`config.mk`:
```
export PLATFORM = sky130hd
export DESIGN_NAME = vga_timing_gen_flat
export DESIGN_NICKNAME = d
export VERILOG_FILES = /design/src/rtl/vga_timing_gen_if.sv /design/src/rtl/vga_timing_gen.sv /design/src/flat_wrapper.sv
export SDC_FILE = /design/constraint.sdc
export NUM_CORES = 1
export LEC_CHECK = 0
export BUFFER_PORTS_ARGS = -buffer_cell sky130_fd_sc_hd__buf_2
export CORE_UTILIZATION = 38
export CTS_CLUSTER_SIZE = 14
export DETAILED_ROUTE_END_ITERATION = 10
export PLACE_DENSITY = 0.54
export SYNTH_ARGS = -nofsm -noshare
export SYNTH_HDL_FRONTEND = slang
export SYNTH_SLANG_ARGS = --single-unit
```
`constraint.sdc`:
```
create_clock -name clk -period 3.9 [get_ports clk]
set_input_delay 0.39 -clock clk [delete_from_list [all_inputs] [get_ports clk]]
set_output_delay 0.39 -clock clk [all_outputs]
set_load 0.02 [all_outputs]
```
`src/rtl/vga_timing_gen_if.sv`:
```
// vga chain link: pixel position, sync, active and colour bundle.
// Shared by the timing generator and every downstream draw stage.
package vga_pkg;

   typedef struct packed {
      logic [10:0] pxl_x;
      logic [10:0] pxl_y;
      logic        hsync;
      logic        vsync;
      logic        active;
      logic [3:0]  red;
      logic [3:0]  green;
      logic [3:0]  blue;
      logic        en;
   } vga_t;

endpackage

interface vga;
   import vga_pkg::*;

   vga_t t;

   modport out (output t);
   modport in  (input  t);

endinterface

```
`src/rtl/vga_timing_gen.sv`:
```
// vga_timing_gen: raster counters, sync pulses and background chain link.
// Optional colour-bar background: define VGA_TIMING_TEST_PATTERN_EN.
module vga_timing_gen
   import vga_pkg::*;
#(
   parameter int   WIDTH       = 640,
   parameter int   HEIGHT      = 480,
   parameter int   H_FP        = 16,
   parameter int   H_SYNC      = 96,
   parameter int   H_BP        = 48,
   parameter int   V_FP        = 10,
   parameter int   V_SYNC      = 2,
   parameter int   V_BP        = 33,
   parameter logic SYNC_ACTIVE = 1'b0
)(
   input  logic clk,
   input  logic resetN,
   input  logic pxl_ce,
   vga.out      vga_chain_out,
   output logic frame_start
);

   localparam int H_TOTAL = WIDTH + H_FP + H_SYNC + H_BP;
   localparam int V_TOTAL = HEIGHT + V_FP + V_SYNC + V_BP;
   localparam int HW      = $clog2(H_TOTAL);
   localparam int VW      = $clog2(V_TOTAL);

   localparam logic [HW-1:0] H_LAST = HW'(H_TOTAL - 1);
   localparam logic [HW-1:0] H_ACT  = HW'(WIDTH);
   localparam logic [HW-1:0] HS_BEG = HW'(WIDTH + H_FP);
   localparam logic [HW-1:0] HS_END = HW'(WIDTH + H_FP + H_SYNC - 1);

   localparam logic [VW-1:0] V_LAST = VW'(V_TOTAL - 1);
   localparam logic [VW-1:0] V_ACT  = VW'(HEIGHT);
   localparam logic [VW-1:0] VS_BEG = VW'(HEIGHT + V_FP);
   localparam logic [VW-1:0] VS_END = VW'(HEIGHT + V_FP + V_SYNC - 1);

   logic [HW-1:0] h_cnt_q, h_cnt_d;
   logic [VW-1:0] v_cnt_q, v_cnt_d;
   vga_t          t_q, t_d;
   logic          frame_start_q, frame_start_d;
   vga_t          pix;
   logic          pix_active;

   assign pix_active = (h_cnt_q < H_ACT) && (v_cnt_q < V_ACT);

`ifdef VGA_TIMING_TEST_PATTERN_EN
   localparam int BAR_W = WIDTH / 8;

   logic [2:0] bar;

   assign bar = 3'(h_cnt_q / HW'(BAR_W));

   // Pixel bundle for the current counters, colour bars over the active area
   always_comb begin
      pix        = '0;
      pix.pxl_x  = 11'(h_cnt_q);
      pix.pxl_y  = 11'(v_cnt_q);
      pix.active = pix_active;
      pix.hsync  = ((h_cnt_q >= HS_BEG) && (h_cnt_q <= HS_END))
                 ? SYNC_ACTIVE : ~SYNC_ACTIVE;
      pix.vsync  = ((v_cnt_q >= VS_BEG) && (v_cnt_q <= VS_END))
                 ? SYNC_ACTIVE : ~SYNC_ACTIVE;
      if (pix_active) begin
         pix.red   = bar[2] ? 4'hf : 4'h0;
         pix.green = bar[1] ? 4'hf : 4'h0;
         pix.blue  = bar[0] ? 4'hf : 4'h0;
         pix.en    = 1'b1;
      end
   end
`else
   // Pixel bundle for the current counters over a black, disabled background
   always_comb begin
      pix        = '0;
      pix.pxl_x  = 11'(h_cnt_q);
      pix.pxl_y  = 11'(v_cnt_q);
      pix.active = pix_active;
      pix.hsync  = ((h_cnt_q >= HS_BEG) && (h_cnt_q <= HS_END))
                 ? SYNC_ACTIVE : ~SYNC_ACTIVE;
      pix.vsync  = ((v_cnt_q >= VS_BEG) && (v_cnt_q <= VS_END))
                 ? SYNC_ACTIVE : ~SYNC_ACTIVE;
   end
`endif

   // Raster step: publish current pixel, then advance counters with wrap
   always_comb begin
      h_cnt_d       = h_cnt_q;
      v_cnt_d       = v_cnt_q;
      t_d           = t_q;
      frame_start_d = 1'b0;
      if (pxl_ce) begin
         t_d           = pix;
         frame_start_d = (h_cnt_q == '0) && (v_cnt_q == '0);
         if (h_cnt_q == H_LAST) begin
            h_cnt_d = '0;
            if (v_cnt_q == V_LAST) begin
               v_cnt_d = '0;
            end else begin
               v_cnt_d = v_cnt_q + 1'b1;
            end
         end else begin
            h_cnt_d = h_cnt_q + 1'b1;
         end
      end
   end

   // State registers; reset shows (0,0) with syncs idle and no colour
   always_ff @(posedge clk or negedge resetN) begin
      if (!resetN) begin
         h_cnt_q       <= '0;
         v_cnt_q       <= '0;
         t_q           <= '0;
         t_q.hsync     <= ~SYNC_ACTIVE;
         t_q.vsync     <= ~SYNC_ACTIVE;
         frame_start_q <= 1'b0;
      end else begin
         h_cnt_q       <= h_cnt_d;
         v_cnt_q       <= v_cnt_d;
         t_q           <= t_d;
         frame_start_q <= frame_start_d;
      end
   end

   assign vga_chain_out.t = t_q;
   assign frame_start     = frame_start_q;

endmodule

```
`src/flat_wrapper.sv`:
```
// flat-port wrapper written by rule: the top's interface ports become plain ports
module vga_timing_gen_flat import vga_pkg::*;
#(
   parameter int   WIDTH       = 640,
   parameter int   HEIGHT      = 480,
   parameter int   H_FP        = 16,
   parameter int   H_SYNC      = 96,
   parameter int   H_BP        = 48,
   parameter int   V_FP        = 10,
   parameter int   V_SYNC      = 2,
   parameter int   V_BP        = 33,
   parameter logic SYNC_ACTIVE = 1'b0
)
  (clk, resetN, pxl_ce, frame_start, vga_chain_out_t);
  vga vga_chain_out_i ();
  input  logic clk;
  input  logic resetN;
  input  logic pxl_ce;
  output logic frame_start;
  output wire logic [$bits(vga_chain_out_i.t)-1:0] vga_chain_out_t;
  assign vga_chain_out_t = vga_chain_out_i.t;
  vga_timing_gen #(.WIDTH(WIDTH), .HEIGHT(HEIGHT), .H_FP(H_FP), .H_SYNC(H_SYNC), .H_BP(H_BP), .V_FP(V_FP), .V_SYNC(V_SYNC), .V_BP(V_BP), .SYNC_ACTIVE(SYNC_ACTIVE)) u_core (.clk(clk), .resetN(resetN), .pxl_ce(pxl_ce), .vga_chain_out(vga_chain_out_i), .frame_start(frame_start));
endmodule
```
==> tab_implementation.tex <==
\begin{tabular}{lr}
\hline
Metric & Value \\
\hline
\multicolumn{2}{l}{\textbf{Outcome}} \\
Run status & finished, final reports clean \\
\multicolumn{2}{l}{\textbf{Clock network}} \\
Clock slew at reported path FFs & roughly 0.08 ns \\
Cts-stage hold buffer count & 0 \\
CTS H-tree lvls & 2 \\
Post-cts resize count & 0 \\
Total clock buffers created by CTS & 5 \\
Sink count of the clock tree & between 40 and 50 \\
Clock buffer depth & 2 \\
Number of setup buffers added after CTS & 0 \\
CTS tree & done \\
Clock Root Buffer & sky130\_fd\_sc\_hd\_\_clkbuf\_8 \\
Clock insertion delay at the later pin of the skew report & $\sim$0.3 ns \\
\multicolumn{2}{l}{\textbf{Timing}} \\
Fmax & roughly 540 MHz \\
Final Slew Violations & 0 \\
Actual transition at the worst max-transition pin & approximately 0.95 ns \\
Worst slew slack as a fraction of its limit & roughly 36\% \\
Share of the clock period used by the worst path & between 40\% and 50\% \\
Total of endpoints with negative setup slack in the final report & 0 \\
Hold violation total from the final report & 0 \\
Hold slack & 0.2344 ns \\
Maximum clock skew at final layout & 0.008573 ns \\
Unrepaired setup endpoints after global routing & no \\
Shortest period the worst path allows & 1.845 ns \\
Accumulated negative setup slack & 0 ns \\
\multicolumn{2}{l}{\textbf{GRT}} \\
Number of antenna violations at the first check in global routing & 0 \\
Number of global-route vias before repair & $\sim$1300 \\
Residual overflow from global routing & 0 \\
Global router's overall resource usage & $\sim$14\% \\
Global-route wire length before repair & between 6 and 7 mm \\
Largest net degree at the start of global routing & 45 \\
\multicolumn{2}{l}{\textbf{Drt}} \\
Residual antenna-violating net count after detailed routing & 0 \\
Detailed-route wire length per cell & 13.61 µm \\
DR vias & 1447 \\
Detailed-router iteration count before antenna repair & 4 \\
Final wirelength & approximately 3.9 mm \\
Per-cell via count in the routed design & 5.024 \\
Number of design rule violations left after detail routing & 0 \\
Drt first-iter violations & 74 \\
\multicolumn{2}{l}{\textbf{Floorplan}} \\
Total core area & roughly 0.0055 mm² \\
Die Wd & $\sim$78 µm \\
\# IOs & 42 \\
Total number of placement rows & 27 \\
Die Footprint & slightly above 0.006 mm² \\
Initial Util & between 30 and 40\% \\
DIE HEIGHT & slightly below 80 µm \\
\multicolumn{2}{l}{\textbf{Synthesis}} \\
Yosys synthesis warning count & 0 \\
Register bit count reported by yosys & 44 \\
Number of instances in the synthesized netlist & just under 200 \\
Primary FF master, synth & sky130\_fd\_sc\_hd\_\_dfrtp\_1 \\
Number of synthesized flops with an enable pin & 0 \\
Post-synth ARST share & 100.0\% \\
Netlist Area Pre-Place & 0.002191 mm² \\
Sequential area share after synthesis & a little over 50\% \\
Library cells used by synthesis & 44 \\
Post-Syn Area per Cell & roughly 11 µm² \\
\multicolumn{2}{l}{\textbf{Cells and area}} \\
Flip-flop and latch area & 0.001104 mm² \\
Ratio of cells with drive above 1 in the final layout & 31.02\% \\
Number of non-filler instances in the completed layout & approximately 290 \\
Layout fillers & 559 \\
NumNets Final & 222 \\
Area growth from synthesis to layout & 8.452\% \\
Cell area after layout & 0.002376 mm² \\
Antenna diode instance count & 0 \\
Area of combinational cells with multiple inputs & $\sim$940 µm² \\
\multicolumn{2}{l}{\textbf{Pwr}} \\
Leak & around 1.1 nW \\
Clock power share & $\sim$29\% \\
Switching power & approximately 0.00032 W \\
Internal power contribution & 0.0007122 W \\
Post-layout total power & roughly 0.0010 W \\
Relative contribution of sequential cells to total power & $\sim$54\% \\
Power per cell area & 434.5 mW/mm² \\
Switching power as a share of total power & around 31\% \\
Peak supply drop & 0.2093 mV \\
Combinational Power Share & about 17\% \\
\multicolumn{2}{l}{\textbf{Worst setup path}} \\
Kind of end point of the critical path & flip-flop \\
Maximum fanout along the worst path & 34 \\
Longest individual stage delay on the worst path & around 0.51 ns \\
Startpoint types & input port \\
Cell family with most CP delay & simple AND/OR/NAND/NOR gates \\
Ordered cell list for the critical path & buf\_2 > and4\_1 > nand3\_2 > o31ai\_1 > o41ai\_2 \\
Data required time of the critical path & approximately 4 ns \\
Critical Setup Path Class & input port to flip-flop \\
Number of buffer and inverter stages on the critical path & 1 \\
Crit path arrival time & 2.02 ns \\
Crit-path slowest cell & sky130\_fd\_sc\_hd\_\_buf\_2 \\
\multicolumn{2}{l}{\textbf{Place}} \\
Cell Count Post-Placement & 280 \\
Final HPWL from detailed placement & 2.666 mm \\
Count of input and output buffers & 26 \\
RePlAce Congestion & just under 0.8 \\
Placement-stage cell area & about 0.0023 mm² \\
\multicolumn{2}{l}{\textbf{Worst hold path}} \\
Min-Delay Path Class & input port to async pin \\
\multicolumn{2}{l}{\textbf{Job}} \\
Maxcap violations & 0 \\
\hline
\end{tabular}
state kept, by name (all words and copies together) (netlist names):
signal,flops
u_core.v_cnt_q,10
u_core.vga_chain_out.t,23
u_core.frame_start,1
u_core.h_cnt_q,10
per-layer routing:
metal / routed length [µm] / GRT usage, % / vias to the layer above / share of wire [%]
met5: 0 / 0 / - / 0
met4: 61 / 5.556 / 0 / 1.6
met3: 152 / 3.882 / 6 / 3.9
met2: 1641 / 19.65 / 32 / 42
met1: 2065 / 21.00 / 707 / 53
li1: - / - / 702 / -
path summary, 6_finish.rpt:
kind / from / slack, ns / to / cells after the start
hold / removal: resetN / 0.23 / u_core.vga_chain_out.t[24] / 1
hold reg to reg: u_core.vga_chain_out.t[14] / 0.49 / u_core.vga_chain_out.t[14] / 2
setup reg to reg: u_core.h_cnt_q[1] / 2.09 / u_core.v_cnt_q[8] / 5
min in group clk: u_core.vga_chain_out.t[14] / 0.49 / u_core.vga_chain_out.t[14] / 2
max in group asynchronous: resetN / 3.07 / u_core.h_cnt_q[3] / 1
setup / recovery: pxl_ce / 2.06 / u_core.v_cnt_q[8] / 5
worst register-to-register path: stages (launching register included):
cell                      delay (ns)
sky130_fd_sc_hd__dfrtp_1        0.43
sky130_fd_sc_hd__ha_1           0.24
sky130_fd_sc_hd__and4_1         0.34
sky130_fd_sc_hd__nand3_2        0.23
sky130_fd_sc_hd__o31ai_1        0.34
sky130_fd_sc_hd__o41ai_2        0.11
kinds of logic after synthesis:
family	share of synthesized area [%]
AOI/OAI and AO/OA	11.02
xor gates and xnor gates	2.399
adders and majority gates	2.285
buffers and inverters	9.251
DFF	50.37
muxes	10.22
other	0.1712
and+or+nand+nor	14.28
layout by cell type, fill, tap and decap left out, drive strengths merged, types with 5 or more instances in the layout:
master / instances
and3: 7
buf: 26
clkbuf: 6
conb: 15
dfrtp: 42
inv: 6
mux2: 19
nand2: 12
nand3: 9
nor2: 6
nor4: 5
o21ai: 17
o31ai: 6
power by group through the flow:
stage	Sequential (W)	Combinational [W]	Clock, W
6_report	0.000559	0.000178	0.000296
5_1_grt	0.000572	0.000196	0.000325
4_1_cts	0.000559	0.000181	0.000307
3_5_place_dp	0.000567	0.000180	0
3_3_place_gp	0.000568	0.000177	0
2_1_floorplan	0.000572	0.000137	0
Yosys cell counts, types with 2 or more instances:
| master | n | share of area, % |
|---|---|---|
| sky130_fd_sc_hd__o31ai_2 | 4 | 2.3 |
| sky130_fd_sc_hd__a31oi_1 | 4 | 1.1 |
| sky130_fd_sc_hd__xor2_1 | 2 | 0.80 |
| sky130_fd_sc_hd__nand2_1 | 11 | 1.9 |
| sky130_fd_sc_hd__o31ai_1 | 2 | 0.69 |
| sky130_fd_sc_hd__nand4_1 | 3 | 0.86 |
| sky130_fd_sc_hd__and3_1 | 6 | 1.7 |
| sky130_fd_sc_hd__o21ai_1 | 11 | 2.5 |
| sky130_fd_sc_hd__inv_1 | 6 | 1.0 |
| sky130_fd_sc_hd__dfrtp_1 | 42 | 48 |
| sky130_fd_sc_hd__a21oi_1 | 2 | 0.46 |
| sky130_fd_sc_hd__xnor2_1 | 4 | 1.6 |
| sky130_fd_sc_hd__clkbuf_1 | 4 | 0.69 |
| sky130_fd_sc_hd__nor2_1 | 5 | 0.86 |
| sky130_fd_sc_hd__nor3_1 | 3 | 0.69 |
| sky130_fd_sc_hd__ha_1 | 4 | 2.3 |
| sky130_fd_sc_hd__buf_6 | 2 | 1.0 |
| sky130_fd_sc_hd__dfstp_2 | 2 | 2.4 |
| sky130_fd_sc_hd__nand3_1 | 8 | 1.8 |
| sky130_fd_sc_hd__buf_4 | 17 | 5.8 |
| sky130_fd_sc_hd__buf_2 | 3 | 0.69 |
| sky130_fd_sc_hd__mux2_2 | 19 | 9.8 |
| sky130_fd_sc_hd__nor4_1 | 4 | 1.1 |
| sky130_fd_sc_hd__o21ai_0 | 6 | 1.4 |
final cells by class:
cell class | count | area share (%)
Inverter | 6 | 0.9479
Clock inverter | 2 | 0.4213
Clock buffer | 6 | 3.476
Multi-Input combinational cell | 132 | 39.44
Timing Repair Buffer | 26 | 5.477
Tap cell | 72 | 3.791
Sequential cell | 44 | 46.45
metrics by stage:
step / util (%) / setup WS (ns)
3_3_place_gp: 41.22 / 1.773
3_5_place_dp: 41.22 / 1.756
4_1_cts: 42.89 / 2.071
2_1_floorplan: - / 2.352
5_1_grt: 42.89 / 1.858
6_report: 42.89 / 2.055
Note: power is estimated with default switching activity, not from simulation.
